==> config.mk <==
export PLATFORM = sky130hd
export DESIGN_NAME = id_decode_ctrl
export DESIGN_NICKNAME = d
export VERILOG_FILES = /design/src/rtl/mips_ctrl_pkg.sv /design/src/rtl/irq_arbiter.sv /design/src/rtl/id_decode_ctrl.sv
export SDC_FILE = /design/constraint.sdc
export NUM_CORES = 1
export LEC_CHECK = 0
export CAP_MARGIN = 20
export CORE_MARGIN = 3
export CORE_UTILIZATION = 25
export DETAILED_ROUTE_END_ITERATION = 7
export DONT_BUFFER_PORTS = 1
export PLACE_DENSITY = 0.39
export SYNTH_ARGS = -nofsm -noshare
export SYNTH_HDL_FRONTEND = slang
export SYNTH_SLANG_ARGS = --single-unit
==> constraint.sdc <==
create_clock -name clk -period 4.3 [get_ports clk]
set_clock_uncertainty 0.15 [all_clocks]
set_input_delay 0.215 -clock clk [delete_from_list [all_inputs] [get_ports clk]]
set_output_delay 0.215 -clock clk [all_outputs]
set_load 0.01 [all_outputs]
==> src/rtl/mips_ctrl_pkg.sv <==
// Shared encodings for the ID-stage controller: opcodes, functs, ALUFun codes,
// PCSrc selects and the layout of the EX-stage control bundle.
package mips_ctrl_pkg;

  localparam logic [5:0] OP_RTYPE = 6'h00;
  localparam logic [5:0] OP_BLTZ  = 6'h01;
  localparam logic [5:0] OP_J     = 6'h02;
  localparam logic [5:0] OP_JAL   = 6'h03;
  localparam logic [5:0] OP_BEQ   = 6'h04;
  localparam logic [5:0] OP_BNE   = 6'h05;
  localparam logic [5:0] OP_BLEZ  = 6'h06;
  localparam logic [5:0] OP_BGTZ  = 6'h07;
  localparam logic [5:0] OP_ADDI  = 6'h08;
  localparam logic [5:0] OP_ADDIU = 6'h09;
  localparam logic [5:0] OP_SLTI  = 6'h0A;
  localparam logic [5:0] OP_SLTIU = 6'h0B;
  localparam logic [5:0] OP_ANDI  = 6'h0C;
  localparam logic [5:0] OP_LUI   = 6'h0F;
  localparam logic [5:0] OP_LW    = 6'h23;
  localparam logic [5:0] OP_SW    = 6'h2B;

  localparam logic [5:0] FN_SLL  = 6'h00;
  localparam logic [5:0] FN_SRL  = 6'h02;
  localparam logic [5:0] FN_SRA  = 6'h03;
  localparam logic [5:0] FN_JR   = 6'h08;
  localparam logic [5:0] FN_JALR = 6'h09;
  localparam logic [5:0] FN_ADD  = 6'h20;
  localparam logic [5:0] FN_ADDU = 6'h21;
  localparam logic [5:0] FN_SUB  = 6'h22;
  localparam logic [5:0] FN_SUBU = 6'h23;
  localparam logic [5:0] FN_AND  = 6'h24;
  localparam logic [5:0] FN_OR   = 6'h25;
  localparam logic [5:0] FN_XOR  = 6'h26;
  localparam logic [5:0] FN_NOR  = 6'h27;
  localparam logic [5:0] FN_SLT  = 6'h2A;

  localparam logic [5:0] ALU_ADD = 6'b000000;
  localparam logic [5:0] ALU_SUB = 6'b000001;
  localparam logic [5:0] ALU_AND = 6'b011000;
  localparam logic [5:0] ALU_OR  = 6'b011110;
  localparam logic [5:0] ALU_XOR = 6'b010110;
  localparam logic [5:0] ALU_NOR = 6'b010001;
  localparam logic [5:0] ALU_SLL = 6'b100000;
  localparam logic [5:0] ALU_SRL = 6'b100001;
  localparam logic [5:0] ALU_SRA = 6'b100011;
  localparam logic [5:0] ALU_EQ  = 6'b110011;
  localparam logic [5:0] ALU_NEQ = 6'b110001;
  localparam logic [5:0] ALU_LT  = 6'b110101;
  localparam logic [5:0] ALU_LEZ = 6'b111101;
  localparam logic [5:0] ALU_LTZ = 6'b111011;
  localparam logic [5:0] ALU_GTZ = 6'b111111;

  typedef enum logic [2:0] {
    PC_SEQ    = 3'b000,
    PC_BRANCH = 3'b001,
    PC_JUMP   = 3'b010,
    PC_JREG   = 3'b011,
    PC_IRQ    = 3'b100,
    PC_EXC    = 3'b101
  } pcsrc_e;

  // Bit offsets of the fields inside the 21-bit ex_ctrl bundle (bit 20 reserved, always 0).
  localparam int EXF_VALID     = 19;
  localparam int EXF_REGWRITE  = 18;
  localparam int EXF_REGDST    = 16;
  localparam int EXF_MEMREAD   = 15;
  localparam int EXF_MEMWRITE  = 14;
  localparam int EXF_MEMTOREG  = 12;
  localparam int EXF_ALUSRC1   = 11;
  localparam int EXF_ALUSRC2   = 10;
  localparam int EXF_EXTOP     = 9;
  localparam int EXF_LUOP      = 8;
  localparam int EXF_SIGN      = 7;
  localparam int EXF_ALUFUN    = 1;
  localparam int EXF_BRANCH    = 0;

  typedef struct packed {
    logic       rsvd;
    logic       valid;
    logic       reg_write;
    logic [1:0] reg_dst;
    logic       mem_read;
    logic       mem_write;
    logic [1:0] mem_to_reg;
    logic       alu_src1;
    logic       alu_src2;
    logic       ext_op;
    logic       lu_op;
    logic       sign;
    logic [5:0] alu_fun;
    logic       branch;
  } ex_ctrl_t;

  // Trap entry: write the interrupted PC into $26 (RegDst=11, MemtoReg=11).
  function automatic ex_ctrl_t trap_ctrl();
    ex_ctrl_t c;
    c            = '0;
    c.valid      = 1'b1;
    c.reg_write  = 1'b1;
    c.reg_dst    = 2'b11;
    c.mem_to_reg = 2'b11;
    return c;
  endfunction

  function automatic logic [2:0] onehot_to_idx(input logic [7:0] oh);
    logic [2:0] idx;
    idx = 3'd0;
    for (int i = 0; i < 8; i++) begin
      idx = idx | (oh[i] ? 3'(i) : 3'd0);
    end
    return idx;
  endfunction

endpackage

==> src/rtl/irq_arbiter.sv <==
// Interrupt front end: rising-edge detect, sticky pending bits, and a
// lowest-index-wins select gated by the caller's take enable.
module irq_arbiter
  import mips_ctrl_pkg::*;
#(
  parameter int N_IRQ = 4
) (
  input  logic             clk,
  input  logic             reset,
  input  logic [N_IRQ-1:0] i_irq,
  input  logic [N_IRQ-1:0] i_mask,
  input  logic             i_take_en,
  output logic [N_IRQ-1:0] o_ack,
  output logic             o_take,
  output logic [2:0]       o_idx
);

  logic [N_IRQ-1:0] r_prev;
  logic [N_IRQ-1:0] r_pending;
  logic [N_IRQ-1:0] w_rise;
  logic [N_IRQ-1:0] w_elig;
  logic [N_IRQ-1:0] w_sel;
  logic [7:0]       w_sel_wide;

  assign w_rise = i_irq & ~r_prev;
  assign w_elig = r_pending & i_mask;
  // x & -x isolates the lowest set bit.
  assign w_sel  = w_elig & (-w_elig);
  assign o_ack  = i_take_en ? w_sel : '0;
  assign o_take = |o_ack;
  assign o_idx  = onehot_to_idx(w_sel_wide);

  // Zero-extend the one-hot select to the fixed 8-channel index helper width.
  always_comb begin
    w_sel_wide             = 8'h00;
    w_sel_wide[N_IRQ-1:0]  = w_sel;
  end

  // Edge history and pending bits; a fresh edge wins over the clear from a take.
  always_ff @(posedge clk) begin
    if (!reset) begin
      r_prev    <= '0;
      r_pending <= '0;
    end else begin
      r_prev    <= i_irq;
      r_pending <= (r_pending & ~o_ack) | w_rise;
    end
  end

endmodule

==> src/rtl/id_decode_ctrl.sv <==
// ID-stage controller: decodes the instruction into the registered EX control
// bundle and selects the next-PC source among IRQ, exception, branch and jumps.
module id_decode_ctrl
  import mips_ctrl_pkg::*;
#(
  parameter int N_IRQ  = 4,
  parameter int EN_EXC = 1
) (
  input  logic             clk,
  input  logic             reset,
  input  logic [5:0]       OpCode,
  input  logic [5:0]       Funct,
  input  logic             PC_31,
  input  logic             PC_id_31,
  input  logic             BranchEn,
  input  logic             Stall,
  input  logic             Flush,
  input  logic [N_IRQ-1:0] IRQ,
  input  logic [N_IRQ-1:0] IRQMask,
  output logic [2:0]       PCSrc,
  output logic             IF_Flush,
  output logic [20:0]      ex_ctrl,
  output logic [N_IRQ-1:0] irq_ack,
  output logic [2:0]       irq_cause,
  output logic             exc_pending
);

  ex_ctrl_t w_dec;
  logic     w_undef;
  logic     w_is_j;
  logic     w_is_jr;
  logic     w_take_en;
  logic     w_take;
  logic [2:0] w_idx;
  logic     w_exc;
  logic     w_issue;
  pcsrc_e   w_pcsrc;
  ex_ctrl_t r_ex_ctrl;
  logic [2:0] r_irq_cause;
  logic     r_exc_pending;

  assign w_take_en = reset & ~PC_31 & ~PC_id_31 & ~Stall;
  assign w_issue   = ~Stall & ~Flush;
  assign w_exc     = (EN_EXC != 0) & reset & w_undef & ~w_take & w_issue;

  irq_arbiter #(.N_IRQ(N_IRQ)) u_irq_arbiter (
    .clk       (clk),
    .reset     (reset),
    .i_irq     (IRQ),
    .i_mask    (IRQMask),
    .i_take_en (w_take_en),
    .o_ack     (irq_ack),
    .o_take    (w_take),
    .o_idx     (w_idx)
  );

  // Instruction decode; anything unrecognised falls back to the NOP bundle.
  always_comb begin
    w_dec         = '0;
    w_dec.valid   = 1'b1;
    w_dec.sign    = 1'b1;
    w_dec.alu_fun = ALU_ADD;
    w_undef       = 1'b0;
    w_is_j        = 1'b0;
    w_is_jr       = 1'b0;
    case (OpCode)
      OP_RTYPE: begin
        w_dec.reg_write = 1'b1;
        case (Funct)
          FN_ADD:  w_dec.alu_fun = ALU_ADD;
          FN_ADDU: w_dec.sign    = 1'b0;
          FN_SUB:  w_dec.alu_fun = ALU_SUB;
          FN_SUBU: begin w_dec.alu_fun = ALU_SUB; w_dec.sign = 1'b0; end
          FN_AND:  w_dec.alu_fun = ALU_AND;
          FN_OR:   w_dec.alu_fun = ALU_OR;
          FN_XOR:  w_dec.alu_fun = ALU_XOR;
          FN_NOR:  w_dec.alu_fun = ALU_NOR;
          FN_SLT:  w_dec.alu_fun = ALU_LT;
          FN_SLL:  begin w_dec.alu_fun = ALU_SLL; w_dec.alu_src1 = 1'b1; end
          FN_SRL:  begin w_dec.alu_fun = ALU_SRL; w_dec.alu_src1 = 1'b1; end
          FN_SRA:  begin w_dec.alu_fun = ALU_SRA; w_dec.alu_src1 = 1'b1; end
          FN_JR:   begin w_dec.reg_write = 1'b0; w_is_jr = 1'b1; end
          FN_JALR: begin w_dec.mem_to_reg = 2'b10; w_is_jr = 1'b1; end
          default: begin w_dec.reg_write = 1'b0; w_undef = 1'b1; end
        endcase
      end
      OP_LW: begin
        w_dec.reg_write  = 1'b1;
        w_dec.reg_dst    = 2'b01;
        w_dec.mem_read   = 1'b1;
        w_dec.mem_to_reg = 2'b01;
        w_dec.alu_src2   = 1'b1;
        w_dec.ext_op     = 1'b1;
      end
      OP_SW: begin
        w_dec.mem_write = 1'b1;
        w_dec.alu_src2  = 1'b1;
        w_dec.ext_op    = 1'b1;
      end
      OP_LUI: begin
        w_dec.reg_write = 1'b1;
        w_dec.reg_dst   = 2'b01;
        w_dec.alu_src2  = 1'b1;
        w_dec.lu_op     = 1'b1;
      end
      OP_ADDI, OP_ADDIU, OP_SLTI, OP_SLTIU: begin
        w_dec.reg_write = 1'b1;
        w_dec.reg_dst   = 2'b01;
        w_dec.alu_src2  = 1'b1;
        w_dec.ext_op    = 1'b1;
        w_dec.alu_fun   = ((OpCode == OP_SLTI) || (OpCode == OP_SLTIU)) ? ALU_LT : ALU_ADD;
        w_dec.sign      = (OpCode == OP_ADDI) || (OpCode == OP_SLTI);
      end
      OP_ANDI: begin
        w_dec.reg_write = 1'b1;
        w_dec.reg_dst   = 2'b01;
        w_dec.alu_src2  = 1'b1;
        w_dec.alu_fun   = ALU_AND;
      end
      OP_BEQ:  begin w_dec.branch = 1'b1; w_dec.ext_op = 1'b1; w_dec.alu_fun = ALU_EQ;  end
      OP_BNE:  begin w_dec.branch = 1'b1; w_dec.ext_op = 1'b1; w_dec.alu_fun = ALU_NEQ; end
      OP_BLEZ: begin w_dec.branch = 1'b1; w_dec.ext_op = 1'b1; w_dec.alu_fun = ALU_LEZ; end
      OP_BGTZ: begin w_dec.branch = 1'b1; w_dec.ext_op = 1'b1; w_dec.alu_fun = ALU_GTZ; end
      OP_BLTZ: begin w_dec.branch = 1'b1; w_dec.ext_op = 1'b1; w_dec.alu_fun = ALU_LTZ; end
      OP_J:    w_is_j = 1'b1;
      OP_JAL: begin
        w_is_j           = 1'b1;
        w_dec.reg_write  = 1'b1;
        w_dec.reg_dst    = 2'b10;
        w_dec.mem_to_reg = 2'b10;
      end
      default: w_undef = 1'b1;
    endcase
  end

  // Next-PC select; jumps from a stalled or squashed ID slot do not redirect.
  always_comb begin
    w_pcsrc = PC_SEQ;
    if (!reset) begin
      w_pcsrc = PC_SEQ;
    end else if (w_take) begin
      w_pcsrc = PC_IRQ;
    end else if (w_exc) begin
      w_pcsrc = PC_EXC;
    end else if (BranchEn) begin
      w_pcsrc = PC_BRANCH;
    end else if (w_is_j && w_issue) begin
      w_pcsrc = PC_JUMP;
    end else if (w_is_jr && w_issue) begin
      w_pcsrc = PC_JREG;
    end else begin
      w_pcsrc = PC_SEQ;
    end
  end

  assign PCSrc       = w_pcsrc;
  assign IF_Flush    = (w_pcsrc != PC_SEQ);
  assign ex_ctrl     = r_ex_ctrl;
  assign irq_cause   = r_irq_cause;
  assign exc_pending = r_exc_pending;

  // EX control bundle, trap cause and exception flag.
  always_ff @(posedge clk) begin
    if (!reset) begin
      r_ex_ctrl     <= '0;
      r_irq_cause   <= 3'd0;
      r_exc_pending <= 1'b0;
    end else begin
      if (w_take) begin
        r_ex_ctrl   <= trap_ctrl();
        r_irq_cause <= w_idx;
      end else if (!w_issue) begin
        r_ex_ctrl   <= '0;
      end else if (w_exc) begin
        r_ex_ctrl   <= trap_ctrl();
      end else begin
        r_ex_ctrl   <= w_dec;
      end

      if (w_take) begin
        r_exc_pending <= 1'b0;
      end else if (w_exc) begin
        r_exc_pending <= 1'b1;
      end else if (w_issue) begin
        r_exc_pending <= 1'b0;
      end else begin
        r_exc_pending <= r_exc_pending;
      end
    end
  end

endmodule

; ---- Yosys cells after proc, flatten, opt, wreduce, memory -nomap -nowiden
; Index checks and enable logic that the tools add are counted.
[word_totals]
inputBits = 27
reg_bits = 33
out_inout_bits = 33
word_cells = 136
[op_classes]
n_eq_ne = 28
bitwise = 24
add_sub_neg = 1
n_reduce_logical = 27
muxes = 38
[op_table]
columns = operator, count
row1 = $eq 6x6->1 const B, 11
row2 = $pmux 6 s9, 1
row3 = $eq 6x4->1 const B, 8
row4 = $pmux 6 s8, 1
row5 = $mux 20, 2
row6 = $eq 6x2->1 const B, 4
row7 = $eq 6x3->1 const B, 4
row8 = $reduce_or 8->1, 3
row9 = $mux 19, 1
row10 = $mux 1, 17
row11 = $and 4x4->4, 4
row12 = $reduce_or 15->1, 1
row13 = $reduce_or 14->1, 1
row14 = $reduce_or 7->1, 2
row15 = $reduce_or 13->1, 1
row16 = $logic_not 6->1, 2
row17 = $mux 2, 6
row18 = $reduce_or 11->1, 1
row19 = $reduce_or 5->1, 2
row20 = $mux 3, 3
row21 = $not 1->1, 8
row22 = $not 4->4, 2
row23 = $reduce_or 2->1, 4
row24 = $reduce_or 4->1, 2
row25 = other kinds (16), 27

; ---- Depth between registers and ports, before layout
; Gate-level depths: netlist of the first run.
[depth]
word_depth = 13
mapped_depth = 6
mapped_depth_nobuf = 5

; ---- By module
; A second synthesis of the first run with hierarchy kept.
[unflattened]
hier_cells = 233
area_unflattened_um2 = 1866.8
[by_module_without_submodules]
columns = mod, n_inst, cells_per_inst, area_each_um2, seq_area_each_um2
row1 = id_decode_ctrl, 1, 192, 1503.9, 480.5
row2 = irq_arbiter, 1, 41, 362.8, 160.2

; ---- Worst setup path before layout of the first run
; OpenSTA, ideal clock, no wires.
[synth_timing]
path_type = in2out
start = input port OpCode[3]
end = output port PCSrc[1]
n_path_buf = 1
path_stages = 5
t_required_ns = 3.935
arrival_ns = 1.434
path_slack_ns = 2.501
path_cell_list = buf_6 or4_4 or2_1 nor3_2 o211a_1
[synth_between]
elab_chain_cells = 9
elab_cells_between_ends = 32
classes_between = 15 x eq/ne / 9 x mux / 3 x bitwise / 5 x reduce/logical
[synth_rtl]
columns = element, line
row1 = from (decl), id_decode_ctrl.sv:11  ; input logic [5:0] OpCode,
row2 = $eq 6x4->1 (tied with other cells), id_decode_ctrl.sv:66  ; case (OpCode)
row3 = $reduce_or 15->1 (no source line) (tied with other cells), -
row4 = $pmux 1 s2 (tied with other cells), id_decode_ctrl.sv:66
row5 = $and 1x1->1 (tied with other cells), id_decode_ctrl.sv:44  ; assign w_exc = (EN_EXC != 0) & reset & w_undef & ~w_take & w_issue;
row6 = $and 1x1->1 / $mux 2 (equally long branches), "id_decode_ctrl.sv:44, id_decode_ctrl.sv:147"
row7 = $and 1x1->1 / $mux 2 (equally long branches), "id_decode_ctrl.sv:44, id_decode_ctrl.sv:145"
row8 = $mux 3 *, id_decode_ctrl.sv:143  ; end else if (w_exc) begin
row9 = $mux 3 *, id_decode_ctrl.sv:141  ; end else if (w_take) begin
row10 = $mux 3 *, id_decode_ctrl.sv:139  ; if (!reset) begin
row11 = to (decl), id_decode_ctrl.sv:20  ; output logic [2:0] PCSrc,
; Every way passes the cells marked *; elsewhere a longest branch is shown, timed or not.

; ---- Final worst setup path of the first run
[layout_timing]
start = register u_irq_arbiter.r_pending[2]
end = output port IF_Flush
[layout_between]
elab_chain_cells = 12
[layout_rtl]
columns = element, line
row1 = from (decl), irq_arbiter.sv:19  ; logic [N_IRQ-1:0] r_pending;
row2 = from (signal assigned), irq_arbiter.sv:46  ; r_pending <= (r_pending & ~o_ack) | w_rise;
row3 = $and 4x4->4 *, irq_arbiter.sv:26  ; assign w_elig = r_pending & i_mask;
row4 = $neg 4->4, irq_arbiter.sv:28  ; assign w_sel = w_elig & (-w_elig);
row5 = $and 4x4->4 *, irq_arbiter.sv:28
row6 = $mux 4 *, irq_arbiter.sv:29  ; assign o_ack = i_take_en ? w_sel : '0;
row7 = $reduce_or 4->1 *, irq_arbiter.sv:30  ; assign o_take = |o_ack;
row8 = $not 1->1, id_decode_ctrl.sv:44
row9 = $and 1x1->1 (2 in series), id_decode_ctrl.sv:44
row10 = $mux 3, id_decode_ctrl.sv:143
row11 = $mux 3 *, id_decode_ctrl.sv:141
row12 = $mux 3 *, id_decode_ctrl.sv:139
row13 = $reduce_bool 3->1 *, id_decode_ctrl.sv:157  ; assign IF_Flush = (w_pcsrc != PC_SEQ);
row14 = to (decl), id_decode_ctrl.sv:21  ; output logic IF_Flush,
; Marked as above.

==> flow_summary.yaml, run 1 <==
setup_path:
  end_kind: "output pin"
  cp_data_required_time_ns: 3.93
  cp_max_fo: 12
  worstPathArrival_ns: 1.73
  start_kind: "flip-flop"
  worstSetupPathType: "flip-flop to output pin"
grt:
  grt_pass1_vias: 1661
  antenna_found_initial: 0
  grt_overflow: 0
  grt_use_total_pct: 12.7
  grt_util_met3_pct: 4.02
  grt_util_met2_pct: 19.9
  grt_first_pass_wirelength_um: 8670
  busiest_layer: "met2"
  grt_use_met1_pct: 17.0
  grt_max_degree: 20
drt:
  wl_per_cell_um: 15.9
  dr.pass1.iters: 4
  vias: 1598
  antenna_left: 0
  vias_per_cell: 4.84
  drt_iter0_drc: 53
  drcViolationCount: 0
  finalWirelength_um: 5240
cts:
  htreeDepth: 2
  clock_path_buffers: 2
  worst_setup_hold_path_clk_slew_ns: 0.07
  cts-root-buf: "clkbuf_8"
  cts.sinks: 31
  post_cts_buffers: 0
  cts_inserted_buffers: 5
  cts_resized: 0
  clock_latency_ns: 0.28
  cts_tree: "yes"
placement:
  place_congestion: 0.669
  dp.cells: 309
  place.detailed.hpwl_um: 3670
  port_buffers: 0
  dp_slack_ns: 2.45
  postPlaceCellArea_sq_mm: 0.00193
yosys:
  netlist.area_leader.share_pct: 32.7
  synth_area_sq_mm: 0.00190
  synth_fa_ha_area_share_pct: 0
  yosys_register_bits: 31
  synthXorXnorAreaFrac_pct: 1.85
  synthCells: 225
  synth-simple-area-share_pct: 30.3
  async_reset_ff_share_pct: 0
  synth_compound_area_share_pct: 27.5
  synth_area_per_cell_sq_um: 8.44
  synth_top_family_by_area: "simple AND/OR/NAND/NOR gates"
  yosysSeqAreaShare_pct: 32.7
  synthMuxAreaShare_pct: 0.527
  netlist.top_cell.by_area: "dfxtp_1"
  synth.distinct_cells: 62
  synth_edf_count: 0
  ys_warn_count: 0
  ys.flop_type: "dfxtp_1"
  synth.area.top_cells: "dfxtp_1, and2_1, a21oi_1"
finish:
  multi_input_area_sq_mm: 0.00115
  seqCellArea_sq_um: 621
  fin_cells: 330
  layout.nets: 257
  n_fill_cell: 816
  fin_area_sq_mm: 0.00217
  layout-drive-gt1-share_pct: 12.1
  synthToLayoutAreaGrowth_pct: 14.6
  antenna_cells: 0
sta:
  fin_ws_ns: 2.20
  post-route-min-period_ns: 2.10
  setup_viol: 0
  setup_tns_ns: 0
  finalHoldViolCount: 0
  fin_crit_sh_pct: 48.8
  rsz0062_at_grt: "no"
  timing.fmax_mhz: 476
  drv_slew: 0
worst_hold_path:
  hold_path.class: "input port to flip-flop"
run:
  maxCapViolCount: 0
pwr:
  power.total_uw: 688
  p_per_area_mw_per_mm2: 316
  ir_drop_v: 0.000137
  p_leak_uw: 0.000822
floorplanning:
  initial_core_util_pct: 26.0
  die_x_um: 93.1
  fp.dieH_um: 93.1
  core_area_sq_mm: 0.00729
  rows: 31
  die_area_sq_mm: 0.00867
  io_pins: 60
run_status:
  status: "finished clean"
report_power, final:
| group | internal (uW) | switching, uW |
|---|---|---|
| logic | 40.4 | 40.4 |
| clock network | 188 | 115 |
| registers | 297 | 7.66 |
metrics by stage:
step	util [%]	hold WS, ns
2_1_floorplan	-	0.192
3_3_place_gp	26.4	0.190
3_5_place_dp	26.4	0.191
4_1_cts	29.8	0.000907
5_1_grt	29.8	0.0147
6_report	29.8	0.0102
logic make-up after synthesis:
family / count (synthesis)
AND/OR/NAND/NOR: 94
AO/OA/AOI/OAI: 69
flip-flops: 31
buffers and inverters: 25
XOR/XNOR: 4
multiplexers: 1
other: 1
layout by cell type (no fill, tap or decap), types with 4 or more instances in the layout:
master / count
dfxtp_1: 31
nor2_1: 17
nand2_1: 14
a21oi_1: 14
o21ai_0: 13
dlygate4sd3_1: 13
and2_1: 12
nand2b_1: 11
inv_1: 9
nand3_1: 6
clkbuf_8: 6
a21boi_1: 5
o22ai_1: 5
a21boi_0: 5
and3_1: 4
nor2b_1: 4
layer usage:
layer	part of all wire, %	vias up	wire [um]
met5	0	-	0
met4	0	0	0
met3	7.0	0	367
met2	46	49	2400
met1	47	745	2470
li1	-	804	-
area by class of cell:
cell class / count / share of cell area [%]
inverters: 9 / 1.55
well taps: 99 / 5.70
flip-flops and latches: 31 / 28.5
repair buffers: 13 / 5.98
clock inverters: 2 / 1.61
multi-input cells: 170 / 52.8
clock buffers: 6 / 3.80
critical path, cell delays in order, from the launching register on:
cell and delay (ns):
dfxtp_1 0.33, a22oi_1 0.28, a31o_4 0.29, and2_4 0.19
o21ai_0 0.10, o21ai_1 0.26
synthesized netlist by cell type, types with 2 or more instances:
cell type  count
nor4_1         2
nand2_1       14
dfxtp_1       31
and4_1         3
a21oi_4        2
a211o_1        2
and2_1        12
o211ai_4       2
a21boi_1       5
nor2_1        17
inv_1          9
and2_4         2
o21a_1         3
nand3_1        6
a21boi_0       5
buf_2          7
nand3b_1       2
o22ai_1        5
xor2_1         3
nand2b_1      11
clkbuf_1       4
and3_1         4
a21oi_1       14
or2_2          3
buf_6          3
o21ai_1        2
o21ai_0       13
nor2b_1        4
buf_4          2
sequential cells by signal, indices dropped and copies added, names as in the netlist:
name,flops
irq_cause,2
ex_ctrl,20
exc_pending,1
u_irq_arbiter.r_pending,4
u_irq_arbiter.r_prev,4
repair_timing:
action                                 in CTS  in global routing
endpoints found under the hold margin      15                  0
hold buffers                               13                  0
setup endpoints to repair                   0                  0
worst paths after layout:
path	to	cells past startpoint	slack, ns	startpoint
setup / recovery	IF_Flush	5	2.20	u_irq_arbiter.r_pending[2]$_SDFF_PN0_
hold / removal	ex_ctrl[3]$_SDFF_PP0_	3	0.01	OpCode[2]
setup reg to reg	ex_ctrl[10]$_SDFF_PP0_	5	2.52	u_irq_arbiter.r_pending[2]$_SDFF_PN0_
hold reg to reg	u_irq_arbiter.r_pending[0]$_SDFF_PN0_	2	0.35	u_irq_arbiter.r_prev[0]$_SDFF_PN0_
(Power assumes the default switching activity.)
==> run 2: changes to the inputs <==
- clock period: 4.3 -> 1.94 ns (I/O delays scaled with it)
==> flow_summary.yaml, run 2 (synthesis gave the netlist of run 1 again) <==
run_status:
  status: "complete, but fails checks"
  failed_checks: "hold timing"
drt:
  vias_per_cell: 4.81
  dr.pass1.iters: 4
  vias: 1669
  antenna_left: 0
  drcViolationCount: 0
  drt_iter0_drc: 53
  wl_per_cell_um: 15.7
  finalWirelength_um: 5450
grt:
  grt_use_total_pct: 13.0
  grt_first_pass_wirelength_um: 8860
  grt_max_degree: 16
  grt_util_met2_pct: 20.8
  grt_pass1_vias: 1731
  grt_overflow: 0
  busiest_layer: "met2"
  grt_util_met3_pct: 5.31
  antenna_found_initial: 0
  grt_use_met1_pct: 16.4
cts:
  clock_latency_ns: 0.28
  worst_setup_hold_path_clk_slew_ns: 0.06
  cts_tree: "yes"
  cts.sinks: 31
  clock_path_buffers: 2
  htreeDepth: 2
  cts-root-buf: "clkbuf_8"
  cts_inserted_buffers: 5
placement:
  postPlaceCellArea_sq_mm: 0.00195
  place.detailed.hpwl_um: 3710
  dp.cells: 312
  place_congestion: 0.712
  dp_slack_ns: 0.205
  port_buffers: 0
sta:
  drv_slew: 0
  fin_ws_ns: 0.108
  post-route-min-period_ns: 1.83
  fin_hold_ws_ns: -0.00152
  setup_tns_ns: 0
  fin_crit_sh_pct: 94.5
  finalHoldViolCount: 1
  timing.fmax_mhz: 546
  rsz0062_at_grt: "no"
  setup_viol: 0
floorplanning:
  rows: 31
  io_pins: 60
  fp.dieH_um: 93.1
  die_x_um: 93.1
  die_area_sq_mm: 0.00867
  core_area_sq_mm: 0.00729
  initial_core_util_pct: 26.0
finish:
  layout.nets: 274
  layout-drive-gt1-share_pct: 12.9
  synthToLayoutAreaGrowth_pct: 22.3
  n_fill_cell: 810
  fin_area_sq_mm: 0.00232
  antenna_cells: 0
  final_cell_mix: "dfxtp_1, dlygate4sd3_1, nor2_1, nand2_1, a21oi_1"
  layout_commonest_cell: "dfxtp_1"
  fin_cells: 347
  largest_register_ffs: 20
setup_path:
  worstPathArrival_ns: 1.59
  end_kind: "output pin"
  start_kind: "flip-flop"
  worstSetupPathType: "flip-flop to output pin"
  cp_data_required_time_ns: 1.69
  cp_max_fo: 4
pwr:
  p_leak_uw: 0.000889
  p_per_area_mw_per_mm2: 622
  ir_drop_v: 0.000306
worst_hold_path:
  hold_path.class: "input port to flip-flop"
run:
  maxCapViolCount: 0
[run 2: timing repair]
item,4_1_cts,5_1_grt
setup endpoints to repair,2,0
hold buffers,26,0
endpoints found under the hold margin,26,0
setup buffers,1,0
resized for setup,1,0
[run 2: worst max-delay path, cell delays in order, from the launching register on]
cell,delay [ns]
dfxtp_1,0.33
a22oi_1,0.27
a31o_4,0.19
and2_4,0.15
o21ai_0,0.13
nor2_1,0.24
[run 2: path summary, 6_finish.rpt]
path | from | end | slack, ns | cells after the start
min reg2reg | u_irq_arbiter.r_prev[0]$_SDFF_PN0_ | u_irq_arbiter.r_pending[0]$_SDFF_PN0_ | 0.35 | 2
max | u_irq_arbiter.r_pending[2]$_SDFF_PN0_ | PCSrc[0] | 0.11 | 5
min | OpCode[4] | ex_ctrl[16]$_SDFF_PN0_ | -0.002 | 3
max reg2reg | u_irq_arbiter.r_pending[2]$_SDFF_PN0_ | ex_ctrl[11]$_SDFF_PP0_ | 0.15 | 6
[run 2: per-layer routing]
| layer | vias to the layer above | routed length, um |
|---|---|---|
| met5 | - | 0 |
| met4 | 0 | 25 |
| met3 | 4 | 464 |
| met2 | 56 | 2530 |
| met1 | 767 | 2430 |
| li1 | 842 | - |
[run 2: layout make-up]
class | count | area, sq um | share of cell area (%)
multi-input cells | 170 | 1150 | 49.6
flip-flops and latches | 31 | 621 | 26.7
repair buffers | 30 | 290 | 12.5
well taps | 99 | 124 | 5.34
clock buffers | 8 | 100 | 4.31
inverters | 9 | 33.8 | 1.46
[run 2: power breakdown]
part           total, uW  leakage, uW  internal, uW  switching [uW]
logic                210     0.000585           107             103
registers            674     0.000253           658            16.1
clock network        560    0.0000515           324             236
[run 2: per-stage QoR]
stage | total power [uW] | hold WS (ns) | util, %
detailed placement | 846 | 0.0737 | 26.7
floorplan | 855 | 0.0743 | -
CTS | 1480 | 0.00224 | 31.8
global route | 1530 | 0.00748 | 31.8
finish | 1440 | -0.00152 | 31.8
global placement | 846 | 0.0729 | 26.7
